## src/rtl/pixel_sram_arbiter.sv

```systemverilog
// Three-way arbiter granting whole ownership of the dual-port pixel SRAM to one
// requester at a time: round-robin selection, optional lock, hold limit under contention.
module pixel_sram_arbiter #(
  parameter int unsigned IMAGE_ADDR_WIDTH = 12,
  parameter int unsigned RGB_SIZE         = 8,
  parameter int unsigned MAX_HOLD         = 256
) (
  input  logic                          clk,
  input  logic                          rst,
  input  logic [2:0]                    req,
  input  logic [2:0]                    lock,
  input  logic [3*IMAGE_ADDR_WIDTH-1:0] addr_a_in,
  input  logic [3*IMAGE_ADDR_WIDTH-1:0] addr_b_in,
  input  logic [3*RGB_SIZE-1:0]         wdata_a_in,
  input  logic [3*RGB_SIZE-1:0]         wdata_b_in,
  input  logic [2:0]                    rd_a_in,
  input  logic [2:0]                    rd_b_in,
  input  logic [2:0]                    wr_a_in,
  input  logic [2:0]                    wr_b_in,
  output logic [2:0]                    gnt,
  output logic [2:0]                    rvalid,
  output logic [RGB_SIZE-1:0]           rdata_a,
  output logic [RGB_SIZE-1:0]           rdata_b,
  output logic [IMAGE_ADDR_WIDTH-1:0]   address_a,
  output logic [IMAGE_ADDR_WIDTH-1:0]   address_b,
  output logic [RGB_SIZE-1:0]           data_a,
  output logic [RGB_SIZE-1:0]           data_b,
  output logic                          rden_a,
  output logic                          rden_b,
  output logic                          wren_a,
  output logic                          wren_b,
  input  logic [RGB_SIZE-1:0]           q_a,
  input  logic [RGB_SIZE-1:0]           q_b,
  output logic                          collision_err
);

  localparam int unsigned AddrW = IMAGE_ADDR_WIDTH;
  localparam int unsigned DataW = RGB_SIZE;
  localparam int unsigned HoldW = $clog2(MAX_HOLD + 1);

  typedef enum logic [0:0] {StIdle, StBusy} state_e;

  state_e           state_q, state_d;
  logic [2:0]       gnt_q, gnt_d;
  logic [1:0]       rr_q, rr_d;
  logic [HoldW-1:0] hold_q, hold_d;
  logic [2:0]       rvalid_q, rvalid_d;
  logic             collision_q, collision_d;

  logic [1:0]       owner;
  logic [2:0]       others;
  logic             end_grant;
  logic [2:0]       pick;

  logic [AddrW-1:0] addr_a_sel, addr_b_sel;
  logic [DataW-1:0] data_a_sel, data_b_sel;
  logic             rd_a_sel, rd_b_sel, wr_a_sel, wr_b_sel;
  logic             coll;

  // One-hot of the first set candidate, searching upward (mod 3) from ptr.
  function automatic logic [2:0] rr_pick(input logic [2:0] cand, input logic [1:0] ptr);
    logic [2:0] res;
    logic [1:0] idx;
    res = 3'b000;
    for (int unsigned n = 0; n < 3; n++) begin
      idx = 2'((32'(ptr) + n) % 32'd3);
      if (res == 3'b000 && cand[idx]) res[idx] = 1'b1;
    end
    return res;
  endfunction

  // Owner index decoded from the registered one-hot grant.
  always_comb begin
    if (gnt_q[2])      owner = 2'd2;
    else if (gnt_q[1]) owner = 2'd1;
    else               owner = 2'd0;
  end

  // Grant FSM next state: arbitration, end-of-grant, hold limit.
  always_comb begin
    state_d   = state_q;
    gnt_d     = gnt_q;
    rr_d      = rr_q;
    hold_d    = hold_q;
    pick      = 3'b000;
    others    = req & ~gnt_q;
    end_grant = 1'b0;
    unique case (state_q)
      StIdle: begin
        if (|req) begin
          gnt_d   = rr_pick(req, rr_q);
          hold_d  = '0;
          state_d = StBusy;
        end
      end
      StBusy: begin
        end_grant = !req[owner] || !lock[owner] ||
                    ((hold_q >= HoldW'(MAX_HOLD - 1)) && (|others));
        if (end_grant) begin
          rr_d    = (owner == 2'd2) ? 2'd0 : owner + 2'd1;
          pick    = rr_pick(others, rr_d);
          gnt_d   = pick;
          hold_d  = '0;
          state_d = (|pick) ? StBusy : StIdle;
        end else if (hold_q < HoldW'(MAX_HOLD - 1)) begin
          // Saturates so an uncontended lock never wraps back below the limit.
          hold_d = hold_q + 1'b1;
        end
      end
      default: begin
        state_d = StIdle;
        gnt_d   = 3'b000;
      end
    endcase
  end

  // SRAM request mux: AND-OR of slices gated by the grant, so no owner means all zeros.
  always_comb begin
    addr_a_sel = '0;
    addr_b_sel = '0;
    data_a_sel = '0;
    data_b_sel = '0;
    rd_a_sel   = 1'b0;
    rd_b_sel   = 1'b0;
    wr_a_sel   = 1'b0;
    wr_b_sel   = 1'b0;
    for (int i = 0; i < 3; i++) begin
      if (gnt_q[i]) begin
        addr_a_sel = addr_a_sel | addr_a_in[i*AddrW +: AddrW];
        addr_b_sel = addr_b_sel | addr_b_in[i*AddrW +: AddrW];
        data_a_sel = data_a_sel | wdata_a_in[i*DataW +: DataW];
        data_b_sel = data_b_sel | wdata_b_in[i*DataW +: DataW];
        rd_a_sel   = rd_a_sel | rd_a_in[i];
        rd_b_sel   = rd_b_sel | rd_b_in[i];
        wr_a_sel   = wr_a_sel | wr_a_in[i];
        wr_b_sel   = wr_b_sel | wr_b_in[i];
      end
    end
    coll        = wr_a_sel && wr_b_sel && (addr_a_sel == addr_b_sel);
    // Read tag follows the owner of the read cycle, even if the grant moves on.
    rvalid_d    = (rd_a_sel || rd_b_sel) ? gnt_q : 3'b000;
    collision_d = collision_q | coll;
  end

  // State registers with asynchronous reset.
  always_ff @(posedge clk or posedge rst) begin
    if (rst) begin
      state_q     <= StIdle;
      gnt_q       <= 3'b000;
      rr_q        <= 2'd0;
      hold_q      <= '0;
      rvalid_q    <= 3'b000;
      collision_q <= 1'b0;
    end else begin
      state_q     <= state_d;
      gnt_q       <= gnt_d;
      rr_q        <= rr_d;
      hold_q      <= hold_d;
      rvalid_q    <= rvalid_d;
      collision_q <= collision_d;
    end
  end

  assign gnt           = gnt_q;
  assign rvalid        = rvalid_q;
  assign collision_err = collision_q;
  assign rdata_a       = q_a;
  assign rdata_b       = q_b;
  assign address_a     = addr_a_sel;
  assign address_b     = addr_b_sel;
  assign data_a        = data_a_sel;
  assign data_b        = data_b_sel;
  assign rden_a        = rd_a_sel;
  assign rden_b        = rd_b_sel;
  assign wren_a        = wr_a_sel;
  // Port A wins a same-address double write.
  assign wren_b        = wr_b_sel & ~coll;

endmodule

```

## config.mk

```make
export PLATFORM = sky130hd
export DESIGN_NAME = pixel_sram_arbiter
export DESIGN_NICKNAME = d
export VERILOG_FILES = /design/src/rtl/pixel_sram_arbiter.sv
export SDC_FILE = /design/constraint.sdc
export NUM_CORES = 1
export LEC_CHECK = 0
export ABC_AREA = 1
export BUFFER_PORTS_ARGS = -buffer_cell sky130_fd_sc_hd__buf_2
export CAP_MARGIN = 20
export CORE_AREA = 2 2 88 90
export CTS_CLUSTER_DIAMETER = 50
export CTS_CLUSTER_SIZE = 20
export DETAILED_ROUTE_END_ITERATION = 6
export DIE_AREA = 0 0 90 92
export PLACE_DENSITY = 0.77
export SKIP_CTS_REPAIR_TIMING = 1
export SLEW_MARGIN = 10
export SYNTH_ARGS = -nofsm -noshare
export SYNTH_HDL_FRONTEND = slang
export SYNTH_SLANG_ARGS = --single-unit
```

## constraint.sdc

```tcl
create_clock -name clk -period 2.1 [get_ports clk]
set_input_delay 0.105 -clock clk [delete_from_list [all_inputs] [get_ports clk]]
set_output_delay 0.105 -clock clk [all_outputs]
set_load 0.01 [all_outputs]
```

==> results.tsv <==
metric	value	unit
vias	3497	
Core Rows	32	
Crit Path Max Fanout	8	
ant diodes	0	
Fin. Hold Viols	19	
clock-pin slew on the worst setup and hold paths	0.07	ns
layout cell share with drive strength beyond 1	0.404	
Area Overhead vs Synth	40.8	%
first-pass GRT wire length	14.6	mm
chip height	92	um
final setup vio count	0	
Antenna Nets Post-Route	0	
most instantiated cells after synthesis	nand2_1 (176), nand3_1 (56), inv_1 (51)	
unrepaired setup endpoints after global routing	yes	
clk buf depth	2	
Root Buffer	clkbuf_8	
worst-skew pair later-pin latency	0.25	ns
Fin Setup TNS	0	ns
WP buf/inv	0	
number of max-cap violations	0	
area share of the largest cell type after synthesis	0.248	
CP Capture Type	flop	
CP delay by family, top	simple AND/OR/NAND/NOR gates	
Max stage delay on crit path	0.41	ns
antenna violations before repair	0	
syn nets	623	
Worst EP arrival	2.18	ns
Port Buf Inserts	190	
Ys Warns	0	
Unique masters post-synth	41	
die area	8280	um^2
Leakage	0.00225	uW
Most Frequent Cell on Critical Path	nand2_4	
peak supply drop	661	uV
Core ar.	7450	um^2
Starting Density	0.358	
Peak Freq	501	MHz
Final GP Congestion	0.865	
IO Count	223	
nets	801	
Post-Synthesis Cells	461	
top_reg_cell synth	dfrtp_1	
post-synthesis sequential area ratio	0.178	
Die Width	90	um
Crit path required time	2.29	ns
clock skew after layout	0.00485	ns
Syn Std Cell Area	2670	um^2
vias in the first global route	3238	
final setup margin	0.106	ns
fin. max-slew vios	0	
CTS tree	done	
Slowest cell on crit path	dfrtp_1	
# clock sinks	19	
pwr/cell area	1240	nW/um^2
cts bufs inserted	3	
DR WL/cell	12.7	um
gr ovfl total	0	
pre-CTS WS	0.0601	ns
largest net degree at the start of global routing	24	
failing checks	negative hold slack	
Min Hold Slack	-0.0492	ns
CP Cell Sequence	ha_2 -> nand3_2 -> nor4_4 -> ha_1 -> nand3b_2 -> nand2_2 -> nand2_4 -> nand2_4 -> nand2_4 -> nor2_4 -> nand2_2 -> o21ai_2	
outcome	finished, violations left	
worst-margin pin slew	0.704	ns
total wire length	9.43	mm
post-route minimum period	1.99	ns
number of flops mapped to enable cells by yosys	0	
Starting DRT DRC Count	84	
synthesized area per cell	5.78	um^2
Yosys reg bits	19	
GRT Util Overall	0.213	
# DRC	0	
CP Launch Type	flop	
vias per cell	4.73	
Rel. slew slack	0.530	
Crit Path Class	reg2reg	
H-tree depth	1	
largest area contributor in the netlist	nand2_1	
cell with the most instances after synthesis	nand2_1	
synth top area cells	nand2_1 (25%), dfrtp_1 (18%), nand3_1 (11%), inv_1 (7.2%), buf_4 (4.5%)	
post-DP HPWL	7.63	mm
Tightest Hold Check Type	in2async	
period utilisation layout	0.950	
async set-reset flop share out of synthesis	1.00	
drt pass-1 iters	4	
[registers in the layout, summed over array words and instances, names as in the netlist]
register and cells:
gnt 3, rvalid 3, hold_q 9, state_q 1
collision_err 1, rr_q 2
[metrics by stage]
step	hold WS, ns	total power (uW)	cells	instance area [um^2]	util
after global routing	0.0150	5140	740	3750	0.504
after detailed placement	0.210	4180	727	3560	0.478
after CTS	-0.0186	4450	731	3610	0.484
final	-0.0492	4650	740	3750	0.504
after global placement	0.210	4110	727	3560	0.478
after floorplan	0.0561	3060	461	2670	-
[power breakdown]
| group | switching (uW) | internal [uW] |
|---|---|---|
| registers | 83.6 | 470 |
| clock network | 120 | 132 |
| logic | 2400 | 1440 |
[cells by family (layout without fill, tap and decap cells)]
| group | after synthesis | in the layout | synth area share |
|---|---|---|---|
| adders and majority gates | 6 | 6 | 0.0282 |
| DFF | 19 | 19 | 0.178 |
| AOI/OAI and AO/OA | 56 | 56 | 0.129 |
| buffers and inverters | 91 | 267 | 0.177 |
| and+or+nand+nor | 282 | 283 | 0.464 |
| xor gates and xnor gates | 7 | 7 | 0.0230 |
[area by class of cell]
cell class                      count  area (um^2)
Multi-Input combinational cell    352         1780
Sequential cell                    19          478
Timing Repair Buffer              208         1110
Fill cell                         801         3690
Clock inverter                      1         5.00
Tap cell                          102          128
Inverter                           55          215
Clock buffer                        3         41.3
[path summary, 6_finish.rpt]
| check | to | start | slack [ns] | cells past startpoint |
|---|---|---|---|---|
| min in group clk | rdata_a[3] | q_a[3] | 0.21 | 0 |
| max in group asynchronous | gnt[1] | rst | 1.66 | 2 |
| hold reg to reg | collision_err | collision_err | 0.46 | 2 |
| setup reg to reg | hold_q[4] | hold_q[1] | 0.11 | 12 |
| hold / removal | hold_q[3] | rst | -0.05 | 2 |
| setup / recovery | hold_q[4] | hold_q[1] | 0.11 | 12 |
[routing by layer]
layer  GRT usage  vias up  part of all wire
met4      0.0654        0             0.019
met5           0        -                 0
met2       0.387      135              0.52
li1            -     1790                 -
met1       0.262     1560              0.41
met3      0.0296       12             0.059
[worst reg2reg max path: cells and delay by family, from the launching register on]
kind | cells | cell delay [ns]
simple gates | 9 | 1.09
compound gates | 1 | 0.06
fa+ha+maj | 2 | 0.38
flops | 1 | 0.41
[layout by cell type (no fill, tap or decap), types with 2 or more instances in the layout]
cell type  netlist  final
clkinv_2         1      2
nor2_1          24     22
nand4_1          4      4
dfrtp_1         19     17
clkbuf_8         1      3
a21oi_1         22     17
nand2_4          3      3
nor2_2           2      4
inv_1           51     51
ha_2             0      2
nand3_1         56     55
a21oi_2          0      5
nor2_4           1      2
o21ai_0         19     19
dfrtp_2          0      2
inv_2            2      2
xnor2_1          3      3
buf_4           16     15
nand2_2          9     10
nand3_2          1      2
nand2_1        176    175
buf_6            3      2
ha_1             6      4
buf_2           12    190
o21ai_2          6      6
xor2_1           4      4
o211ai_1         2      2
Note: power is estimated with default switching activity, not from simulation.
